===== src/rtl/mult_control_unit.sv =====
// mult_control_unit
//   Moore FSM that steps a 32x32 shift-add multiplier datapath through one
//   complete multiply. It also keeps its own iteration count and cross-checks
//   the datapath's less32 flag against that count.
//
// Ports
//   clk     in   rising-edge system clock
//   rst     in   synchronous, active-high reset
//   start   in   request a multiply (sampled only in IDLE)
//   abort   in   cancel the multiply in flight (no done is produced)
//   write   in   datapath: product[0]=1, an add cycle is needed
//   less32  in   datapath: datapath counter < WIDTH
//   dp_rst  out  load operands, clear product high half and counter
//   add     out  product[63:32] += multiplicand
//   shr     out  shift product (with carry) right by one
//   incr    out  datapath counter += 1
//   busy    out  high from INIT through the final CHECK
//   done    out  one-cycle pulse: the result is valid
//   err     out  sticky: less32 disagreed with the internal count
module mult_control_unit #(
  parameter int WIDTH = 32,
  parameter int CNT_W = 6
) (
  input  logic clk,
  input  logic rst,
  input  logic start,
  input  logic abort,
  input  logic write,
  input  logic less32,
  output logic dp_rst,
  output logic add,
  output logic shr,
  output logic incr,
  output logic busy,
  output logic done,
  output logic err
);

  typedef enum logic [2:0] {
    S_IDLE,
    S_INIT,
    S_CHECK,
    S_ADD,
    S_SHIFT,
    S_DONE
  } state_t;

  localparam logic [CNT_W-1:0] WIDTH_C  = CNT_W'(WIDTH);
  localparam logic [CNT_W-1:0] ITER_MAX = '1;

  state_t           state_q, state_d;
  logic [CNT_W-1:0] iter_q, iter_d;
  logic             err_q, err_d;
  logic             mism;

  logic dp_rst_q, dp_rst_d;
  logic add_q, add_d;
  logic shr_q, shr_d;
  logic incr_q, incr_d;
  logic busy_q, busy_d;
  logic done_q, done_d;

  always_comb begin
    state_d = state_q;
    iter_d  = iter_q;
    err_d   = err_q;
    mism    = less32 ^ (iter_q < WIDTH_C);

    case (state_q)
      S_IDLE: begin
        if (start) begin
          state_d = S_INIT;
          iter_d  = '0;
          err_d   = 1'b0;
        end
      end
      S_INIT:  state_d = S_CHECK;
      S_CHECK: begin
        if (mism) begin
          err_d   = 1'b1;
          state_d = S_DONE;
        end else if (!less32) begin
          state_d = S_DONE;
        end else if (write) begin
          state_d = S_ADD;
        end else begin
          state_d = S_SHIFT;
        end
      end
      S_ADD:   state_d = S_SHIFT;
      S_SHIFT: begin
        state_d = S_CHECK;
        if (iter_q != ITER_MAX) begin
          iter_d = iter_q + 1'b1;
        end
      end
      S_DONE:  state_d = S_IDLE;
      default: state_d = S_IDLE;
    endcase

    // Abort overrides whatever the case above decided, including a pending
    // err set, so err keeps its previous value.
    if (abort && (state_q != S_IDLE) && (state_q != S_DONE)) begin
      state_d = S_IDLE;
      iter_d  = iter_q;
      err_d   = err_q;
    end

    // Outputs are decoded from the next state and registered, so each output
    // flop reflects exactly the state register during the following cycle.
    dp_rst_d = (state_d == S_INIT);
    add_d    = (state_d == S_ADD);
    shr_d    = (state_d == S_SHIFT);
    incr_d   = (state_d == S_SHIFT);
    busy_d   = (state_d == S_INIT) || (state_d == S_CHECK) ||
               (state_d == S_ADD)  || (state_d == S_SHIFT);
    done_d   = (state_d == S_DONE);
  end

  always_ff @(posedge clk) begin
    if (rst) begin
      state_q  <= S_IDLE;
      iter_q   <= '0;
      err_q    <= 1'b0;
      dp_rst_q <= 1'b0;
      add_q    <= 1'b0;
      shr_q    <= 1'b0;
      incr_q   <= 1'b0;
      busy_q   <= 1'b0;
      done_q   <= 1'b0;
    end else begin
      state_q  <= state_d;
      iter_q   <= iter_d;
      err_q    <= err_d;
      dp_rst_q <= dp_rst_d;
      add_q    <= add_d;
      shr_q    <= shr_d;
      incr_q   <= incr_d;
      busy_q   <= busy_d;
      done_q   <= done_d;
    end
  end

  assign dp_rst = dp_rst_q;
  assign add    = add_q;
  assign shr    = shr_q;
  assign incr   = incr_q;
  assign busy   = busy_q;
  assign done   = done_q;
  assign err    = err_q;

endmodule


===== config.mk =====
export PLATFORM = sky130hd
export DESIGN_NAME = mult_control_unit
export DESIGN_NICKNAME = d
export VERILOG_FILES = /design/src/rtl/mult_control_unit.sv
export SDC_FILE = /design/constraint.sdc
export NUM_CORES = 1
export LEC_CHECK = 0
export ABC_AREA = 1
export BUFFER_PORTS_ARGS = -buffer_cell sky130_fd_sc_hd__buf_2
export CAP_MARGIN = 10
export CORE_MARGIN = 2
export CORE_UTILIZATION = 50
export DETAILED_ROUTE_END_ITERATION = 6
export MAX_ROUTING_LAYER = met4
export PLACE_DENSITY = 0.81
export SLEW_MARGIN = 20
export SYNTH_ARGS = -nofsm -noshare
export SYNTH_HDL_FRONTEND = slang
export SYNTH_SLANG_ARGS = --single-unit

===== constraint.sdc =====
create_clock -name clk -period 2.5 [get_ports clk]
set_input_delay 0.25 -clock clk [delete_from_list [all_inputs] [get_ports clk]]
set_output_delay 0.25 -clock clk [all_outputs]
set_load 0.02 [all_outputs]

======== Word level (Yosys, flattened, before mapping) ========
Index checks and enable logic that the tools add are counted.
operators by class
  $mul .................................... 0
  shift-type cells ........................ 0
  add/sub/neg operators ................... 1
  bitwise operators ....................... 2
  mux-type cells .......................... 12
  equal/unequal tests ..................... 14
  div/mod/pow operators ................... 0
  order comparisons ....................... 1
  reductions and logical operators ........ 12
operators by type and width
  operator                                              count
  two-way mux 3 bit                                     5
  equality test 3 x 2 -> 1 bit (second input constant)  4
  two-way mux 6 bit                                     2
  one-hot mux 3 bit (4 select lines)                    1
  one-hot mux 6 bit (2 select lines)                    1
  equality test 3 bit (second input constant)           3
  AND reduction 4 bit                                   2
  adder 6 x 1 -> 6 bit (second input constant)          1
  equality test 3 x 1 -> 1 bit (second input constant)  2
  less-than comparator 6 bit (second input constant)    1
  inequality test 2 bit (second input constant)         3
  inequality test 6 bit (second input constant)         1
  nonzero test 2 bit                                    2
  zero test 3 bit                                       1
  logical OR 1 bit                                      3
  inequality test 3 bit (second input constant)         1
  nonzero test 3 bit                                    1
  logical AND 1 bit                                     2
  two-way mux 1 bit                                     2
  one-hot mux 1 bit (2 select lines)                    1
  OR reduction 2 bit                                    1
  NOT 1 bit                                             1
  XOR 1 bit                                             1
word-level totals
  memory bits (writable) .................. 0
  bits in read-only memories .............. 0
  logic and storage cells ................. 50
  bits in latches ......................... 0
  output and inout port bits .............. 7
  memories ................................ 0
  register bits after elaboration ......... 15

======== Logic depth before layout (Yosys ltp) ========
Gate-level depths: netlist (run 1).
  depth in word-level cells ............... 9
  mapped depth ............................ 10
  mapped depth without buffers ............ 10

======== Worst setup path before layout (run 1) ========
No wires, ideal clock.
  path type ............................... register -> register
  start ................................... register iter_q[0]
  end ..................................... register iter_q[0]
  setup time .............................. 0.115 ns
  setup slack ............................. 1.254 ns
  clock period less this slack ............ 1.246 ns
  stages on the path, launching flop included .. 10
  arrival time ............................ 1.132 ns
  cells stage by stage .................... dfxtp_1 > ha_1 > nand2_1 > nor2_1 > nand2_1 > nand2_1 > inv_1 > nand2_2 > o21ai_1 > nor2_1
on the way
  word-level cells in the longest chain between the ends .. 3
  elaborated cells between the ends (all ways) .. 6
  classes of those cells .................. add/sub: 1; eq/ne: 2; mux: 2; reduce/logical: 1
RTL lines
  what                                                                              RTL line  text
  from (decl)                                                                       52        logic [CNT_W-1:0] iter_q, iter_d;
  from (signal assigned)                                                            133       iter_q <= iter_d;
  adder 6 x 1 -> 6 bit / inequality test 6 bit (equally long branches)              94, 93
  two-way mux 6 bit / inequality test 2 bit (equally long branches)                 -
  one-hot mux 6 bit (2 select lines) / AND reduction 4 bit (equally long branches)  -
Parallel ways exist; a longest one is shown, timed or not. The select of a mux whose other input is x is not followed.
A chain may end at the register's enable or synchronous reset.

======== Worst setup path in the final report (run 1) ========
  start ................................... register iter_q[0]
  end ..................................... register iter_q[5]
The elaborated chain is that of the path after synthesis.

==> impl_metrics.env, run 1 <==
export IMPL_reg2reg_depth=9
export IMPL_vias=723
export IMPL_hold_viol=0
export IMPL_cts_tree="built"
export IMPL_dp_hpwl_mm=1.16
export IMPL_htreeDepth=1
export IMPL_worstReg2RegStart="iter_q[0]"
export IMPL_netlist_instances=115
export IMPL_cpMostUsedCell="nand2_1"
export IMPL_path_max_fanout=6
export IMPL_synth_fp_nets=122
export IMPL_area_delta_synth_final_pct=12.6
export IMPL_fill_cells=160
export IMPL_grt_pass1_vias=645
export IMPL_grt_max_degree=12
export IMPL_place_congestion=0.881
export IMPL_grt_pass1_wl_mm=2.62
export IMPL_syn_area_um2=762
export IMPL_crit_type="register to register"
export IMPL_clockBufferDepth=2
export IMPL_power_density_nw_per_um2=588
export IMPL_cts_resized_gates=0
export IMPL_insertion_delay_ns=0.28
export IMPL_synthTopCellsByArea="dfxtp_1, nand2_1, nor2_1, a21oi_1, inv_1"
export IMPL_rows=14
export IMPL_grtUsageMet1_pct=26.2
export IMPL_crit_chain="ha_1 -> nand2_1 -> nor2_1 -> nand2_1 -> nand2_1 -> inv_1 -> nand2_2 -> nand2_1 -> a21oi_1"
export IMPL_root_buffer="clkbuf_4"
export IMPL_irDropWorstVdd_v=0.000366
export IMPL_yosys_warnings=0
export IMPL_async_reset_ff_share_pct=0
export IMPL_hold_path_class="primary input to register"
export IMPL_startpoint="iter_q[0]"
export IMPL_grt_usage_pct=19.7
export IMPL_synth_main_ff_cell="dfxtp_1"
export IMPL_critPathArrivalTime_ns=1.61
export IMPL_status="finished, final reports clean"
export IMPL_worstPathRequired_ns=2.71
export IMPL_period_needed_ns=1.40
export IMPL_initial_core_util_pct=51.8
export IMPL_setup_viol=0
export IMPL_drt_total_wl_mm=1.47
export IMPL_die_h_um=43.0
export IMPL_crit_end="iter_q[5]"
export IMPL_yosysTopAreaCellShare_pct=39.4
export IMPL_first_iter_violations=14
export IMPL_post_cts_buffers=0
export IMPL_num_antenna_cells=0
export IMPL_cts_buffers=3
export IMPL_synth_edff_count=0
export IMPL_cpPeakStageDelay_ns=0.40
export IMPL_holdBufCountCts=0
export IMPL_maxCapViolCount=0
export IMPL_rsz0062_at_grt="false"
export IMPL_core_area_um2=1470
export IMPL_slowest_stage="dfxtp_1"
export IMPL_post_route_util_pct=58.3
export IMPL_cts_sinks=15
export IMPL_ios=13
export IMPL_r2r_end="iter_q[5]"
export IMPL_drive_above_1_share_pct=19.4
export IMPL_ys_ff_latch=15
export IMPL_overflow=0
export IMPL_nNetsFinal=137
export IMPL_grtUsageMet3_pct=3.83
export IMPL_grt_busiest_layer="met2"
export IMPL_worst_pin_slew_ns=0.231
export IMPL_fin_area_um2=858
export IMPL_drc=0
export IMPL_portBuffers=12
export IMPL_ys_types=20
export IMPL_die_w_um=43.0
export IMPL_fin_crit_sh_pct=56.0
export IMPL_grt_use_met2_pct=27.9
export IMPL_placed_cell_area_um2=831
export IMPL_grt_antenna_before_repair=0
export IMPL_syn_area_per_cell_um2=6.63
export IMPL_ys_seq_area_share_pct=39.4
export IMPL_viasPerCell=4.99
export IMPL_end_kind="register"
export IMPL_p_leak_nw=0.392
export IMPL_wl_per_cell_um=10.1
export IMPL_synth_top_cell_by_area="dfxtp_1"
export IMPL_drv_slew=0
export IMPL_antenna_left=0
export IMPL_relSlewSlack_pct=84.4
export IMPL_rrSetupSlack_ns=1.10
export IMPL_critPathLaunchType="register"
export IMPL_tns_ns=0
export IMPL_firstDrtPassIters=4
export IMPL_clkTransAtPathRegs_ns=0.09
export IMPL_die_area_um2=1850
export IMPL_skew_ns=0.00298
export IMPL_max_freq_ghz=0.714
-- kinds of logic after synthesis --
| logic type | count (synthesis) | share of synthesized area (%) |
|---|---|---|
| AOI/OAI and AO/OA | 15 | 10.2 |
| DFF | 15 | 39.4 |
| adders and majority gates | 1 | 1.64 |
| buffers and inverters | 16 | 8.37 |
| and+or+nand+nor | 68 | 40.4 |
-- flip-flops by register name, summed over array words and instances (netlist names) --
register,cells
add,1
busy,1
done,1
dp_rst,1
err,1
incr,1
iter_q,6
state_q,3
-- layer usage --
layer | vias up | wire (um)
li1 | 391 | -
met1 | 308 | 729
met2 | 19 | 617
met3 | 5 | 77
met4 | 0 | 40
met5 | - | 0
-- synth_stat cells, types with 2 or more instances --
master,n
nor2_1,15
o21ai_0,3
inv_1,13
nand2_2,3
dfxtp_1,15
nand4_1,2
nand2_1,33
nand3_1,9
a21oi_1,10
nand3_2,2
-- critical path, delay by kind of cell, from the launching register on --
kind | cells | cell delay [ns]
adder cells (fa/ha/maj) | 1 | 0.21
AO/OA/AOI/OAI | 1 | 0.15
flip-flops | 1 | 0.40
AND/OR/NAND/NOR | 6 | 0.48
buffers and inverters | 1 | 0.09
-- per-stage QoR --
step           std cells  total power (W)  worst slack (ns)  hold slack, ns
3_5_place_dp         141         0.000373              1.12           0.453
3_3_place_gp         141         0.000371              1.17           0.452
4_1_cts              145         0.000509              1.08           0.265
5_1_grt              145         0.000535             0.923           0.276
2_1_floorplan        115         0.000348              1.25           0.323
6_report             145         0.000505              1.10           0.269
-- placed cells by master (no fill, tap or decap) --
master     n
nand2_1   33
nor2_1    15
dfxtp_1   15
inv_1     13
buf_2     12
a21oi_1   10
nand3_1    9
o21ai_0    3
nand2_2    3
clkbuf_4   3
nand3_2    2
nand4_1    2
inv_2      1
nor2_4     1
nor2_2     1
o21ai_1    1
o21bai_1   1
nor3b_1    1
or2_2      1
ha_1       1
clkinv_2   1
-- where the power goes --
group / internal [W] / total, W / switching [W]
Sequential: 0.000251 / 0.000260 / 0.00000911
Combinational: 0.0000328 / 0.000108 / 0.0000755
Clock: 0.0000594 / 0.000136 / 0.0000768
-- worst min path at each step --
stage	start	endpoint	slack, ns	cells after the start
after floorplan	rst	state_q[2]	0.32	1
after global placement	err	err	0.45	2
after detailed placement	err	err	0.45	2
after CTS	rst	err	0.26	2
after global routing	rst	state_q[1]	0.28	2
final	rst	err	0.27	2
-- layout make-up --
type | instances | area, um^2 | area share (%)
clock inverters | 1 | 5.00 | 0.583
well taps | 16 | 20.0 | 2.33
multi-input cells | 84 | 398 | 46.4
inverters | 14 | 52.6 | 6.12
repair buffers | 12 | 60.1 | 7.00
clock buffers | 3 | 22.5 | 2.62
flip-flops and latches | 15 | 300 | 35.0
Power figures use the tool's default switching activity.
==> inputs of run 2 (changes only) <==
==> constraint.sdc (replaced) <==
create_clock -name clk -period 1.3 [get_ports clk]
set_input_delay 0.13 -clock clk [delete_from_list [all_inputs] [get_ports clk]]
set_output_delay 0.13 -clock clk [all_outputs]
set_load 0.02 [all_outputs]
==> run 2 against run 1 <==
Effect of this change: sequential power up 94%; clock-buffer cell count unchanged; die area unchanged; sequential cell count unchanged; non-clock buffer count up 6; cell count up 4.1%; setup slack worse by 1.1 ns; largest cell class unchanged.
==> impl_metrics.env, run 2 (synthesis gave the netlist of run 1 again) <==
export IMPL_regArea_um2=309
export IMPL_layout_commonest_cell="nand2_1"
export IMPL_irDropWorstVdd_v=0.000988
export IMPL_critPathArrivalTime_ns=1.47
export IMPL_root_buffer="clkbuf_4"
export IMPL_drt_total_wl_mm=2.05
export IMPL_overflow=0
export IMPL_die_h_um=43.0
export IMPL_relSlewSlack_pct=81.3
export IMPL_status="finished, final reports clean"
export IMPL_fin_area_um2=1030
export IMPL_wl_per_cell_um=13.6
export IMPL_grt_usage_pct=21.5
export IMPL_dp_slack_ns=0.00924
export IMPL_max_freq_ghz=0.774
export IMPL_period_needed_ns=1.29
export IMPL_initial_core_util_pct=51.8
export IMPL_nNetsFinal=143
export IMPL_internal_power_w=0.000690
export IMPL_core_area_um2=1470
export IMPL_post_route_util_pct=70.3
export IMPL_mostFrequentLayoutCells="nand2_1, nor2_1, inv_1, buf_2"
export IMPL_critPathLaunchType="register"
export IMPL_power_density_nw_per_um2=1030
export IMPL_rows=14
export IMPL_cts_buffers=3
export IMPL_first_iter_violations=31
export IMPL_grt_max_degree=12
export IMPL_p_leak_nw=0.438
export IMPL_drc=0
export IMPL_htreeDepth=1
export IMPL_dp_cells=147
export IMPL_reg_top3="iter_q x6, state_q x3"
export IMPL_p_sw_w=0.000380
export IMPL_fin_cells=151
export IMPL_fin_crit_sh_pct=99.4
export IMPL_portBuffers=12
export IMPL_place_congestion=0.864
export IMPL_antenna_left=0
export IMPL_regMostFlops="iter_q"
export IMPL_drive_above_1_share_pct=45.2
export IMPL_hold_path_class="primary input to register"
export IMPL_grt_antenna_before_repair=0
export IMPL_p_sw_share_pct=35.5
export IMPL_hold_viol=0
export IMPL_multi_input_area_um2=515
export IMPL_post_cts_buffers=0
export IMPL_clkPwrFrac_pct=24.9
export IMPL_largest_reg_flops=6
export IMPL_viasPerCell=5.46
export IMPL_clkTransAtPathRegs_ns=0.10
export IMPL_grt_pass1_wl_mm=2.90
export IMPL_pwr_share_comb_pct=27.9
export IMPL_pwr_share_seq_pct=47.1
export IMPL_cts_sinks=15
export IMPL_num_antenna_cells=0
export IMPL_end_kind="register"
export IMPL_maxCapViolCount=0
export IMPL_die_area_um2=1850
export IMPL_drv_slew=0
export IMPL_insertion_delay_ns=0.29
export IMPL_fill_cells=127
export IMPL_timing_final_ws_setup_ns=0.00804
export IMPL_holdBufCountCts=0
export IMPL_die_w_um=43.0
export IMPL_ios=13
export IMPL_clockBufferDepth=2
export IMPL_placed_cell_area_um2=876
export IMPL_crit_type="register to register"
export IMPL_worstPathRequired_ns=1.47
export IMPL_setup_viol=0
export IMPL_vias=825
export IMPL_skew_ns=0.0124
export IMPL_path_max_fanout=5
export IMPL_grt_pass1_vias=708
export IMPL_cts_tree="built"
export IMPL_firstDrtPassIters=6
export IMPL_dp_hpwl_mm=1.25
export IMPL_area_delta_synth_final_pct=35.8
export IMPL_worst_pin_slew_ns=0.280
-- run 2: final timing paths --
check             startpoint  slack, ns   endpoint  depth (start not counted)
setup / recovery   iter_q[0]      0.008  iter_q[0]                         10
hold reg to reg          err       0.47        err                          2
setup reg to reg   iter_q[0]      0.008  iter_q[0]                         10
hold / removal         start       0.17     dp_rst                          3
-- run 2: final cells by class --
cell class / instances / share of cell area, %
inverters: 14 / 5.56
multi-input cells: 84 / 49.8
clock buffers: 3 / 2.18
flip-flops and latches: 15 / 29.9
well taps: 16 / 1.93
repair buffers: 18 / 10.2
clock inverters: 1 / 0.484
-- run 2: metrics by stage --
step                hold slack [ns]  TNS (ns)  total power (W)
detailed placement            0.454         0         0.000721
floorplan                     0.203         0         0.000669
CTS                           0.146         0         0.000986
global route                  0.188    -0.194          0.00112
global placement              0.450         0         0.000715
finish                        0.170         0          0.00107
-- run 2: power by group through the flow --
stage	Clock, W	Sequential, W	Combinational [W]
3_3_place_gp	0	0.000509	0.000206
3_5_place_dp	0	0.000510	0.000212
6_report	0.000267	0.000505	0.000299
5_1_grt	0.000284	0.000507	0.000328
2_1_floorplan	0	0.000527	0.000142
4_1_cts	0.000271	0.000500	0.000215
-- run 2: critical path, stage by stage (launching register included) --
cell and delay [ns]:
dfxtp_2 0.36, ha_4 0.14, nand2_2 0.07, nor2_2 0.12
nand2_1 0.09, nand2_2 0.10, inv_4 0.07, nand3_1 0.08
nand2_1 0.05, inv_1 0.06, nor2_1 0.04
-- run 2: timing repair --
| item | in CTS | in global routing |
|---|---|---|
| setup endpoints to repair | 1 | 11 |
| gates resized for setup | 1 | 39 |
| pin swaps | 0 | 9 |
-- run 2: routing by layer --
| metal | global-route usage, % | share of wire, % |
|---|---|---|
| met3 | 5.53 | 4.5 |
| met5 | - | 0 |
| met1 | 28.3 | 47 |
| met2 | 31.2 | 46 |
| met4 | 9.09 | 2.2 |
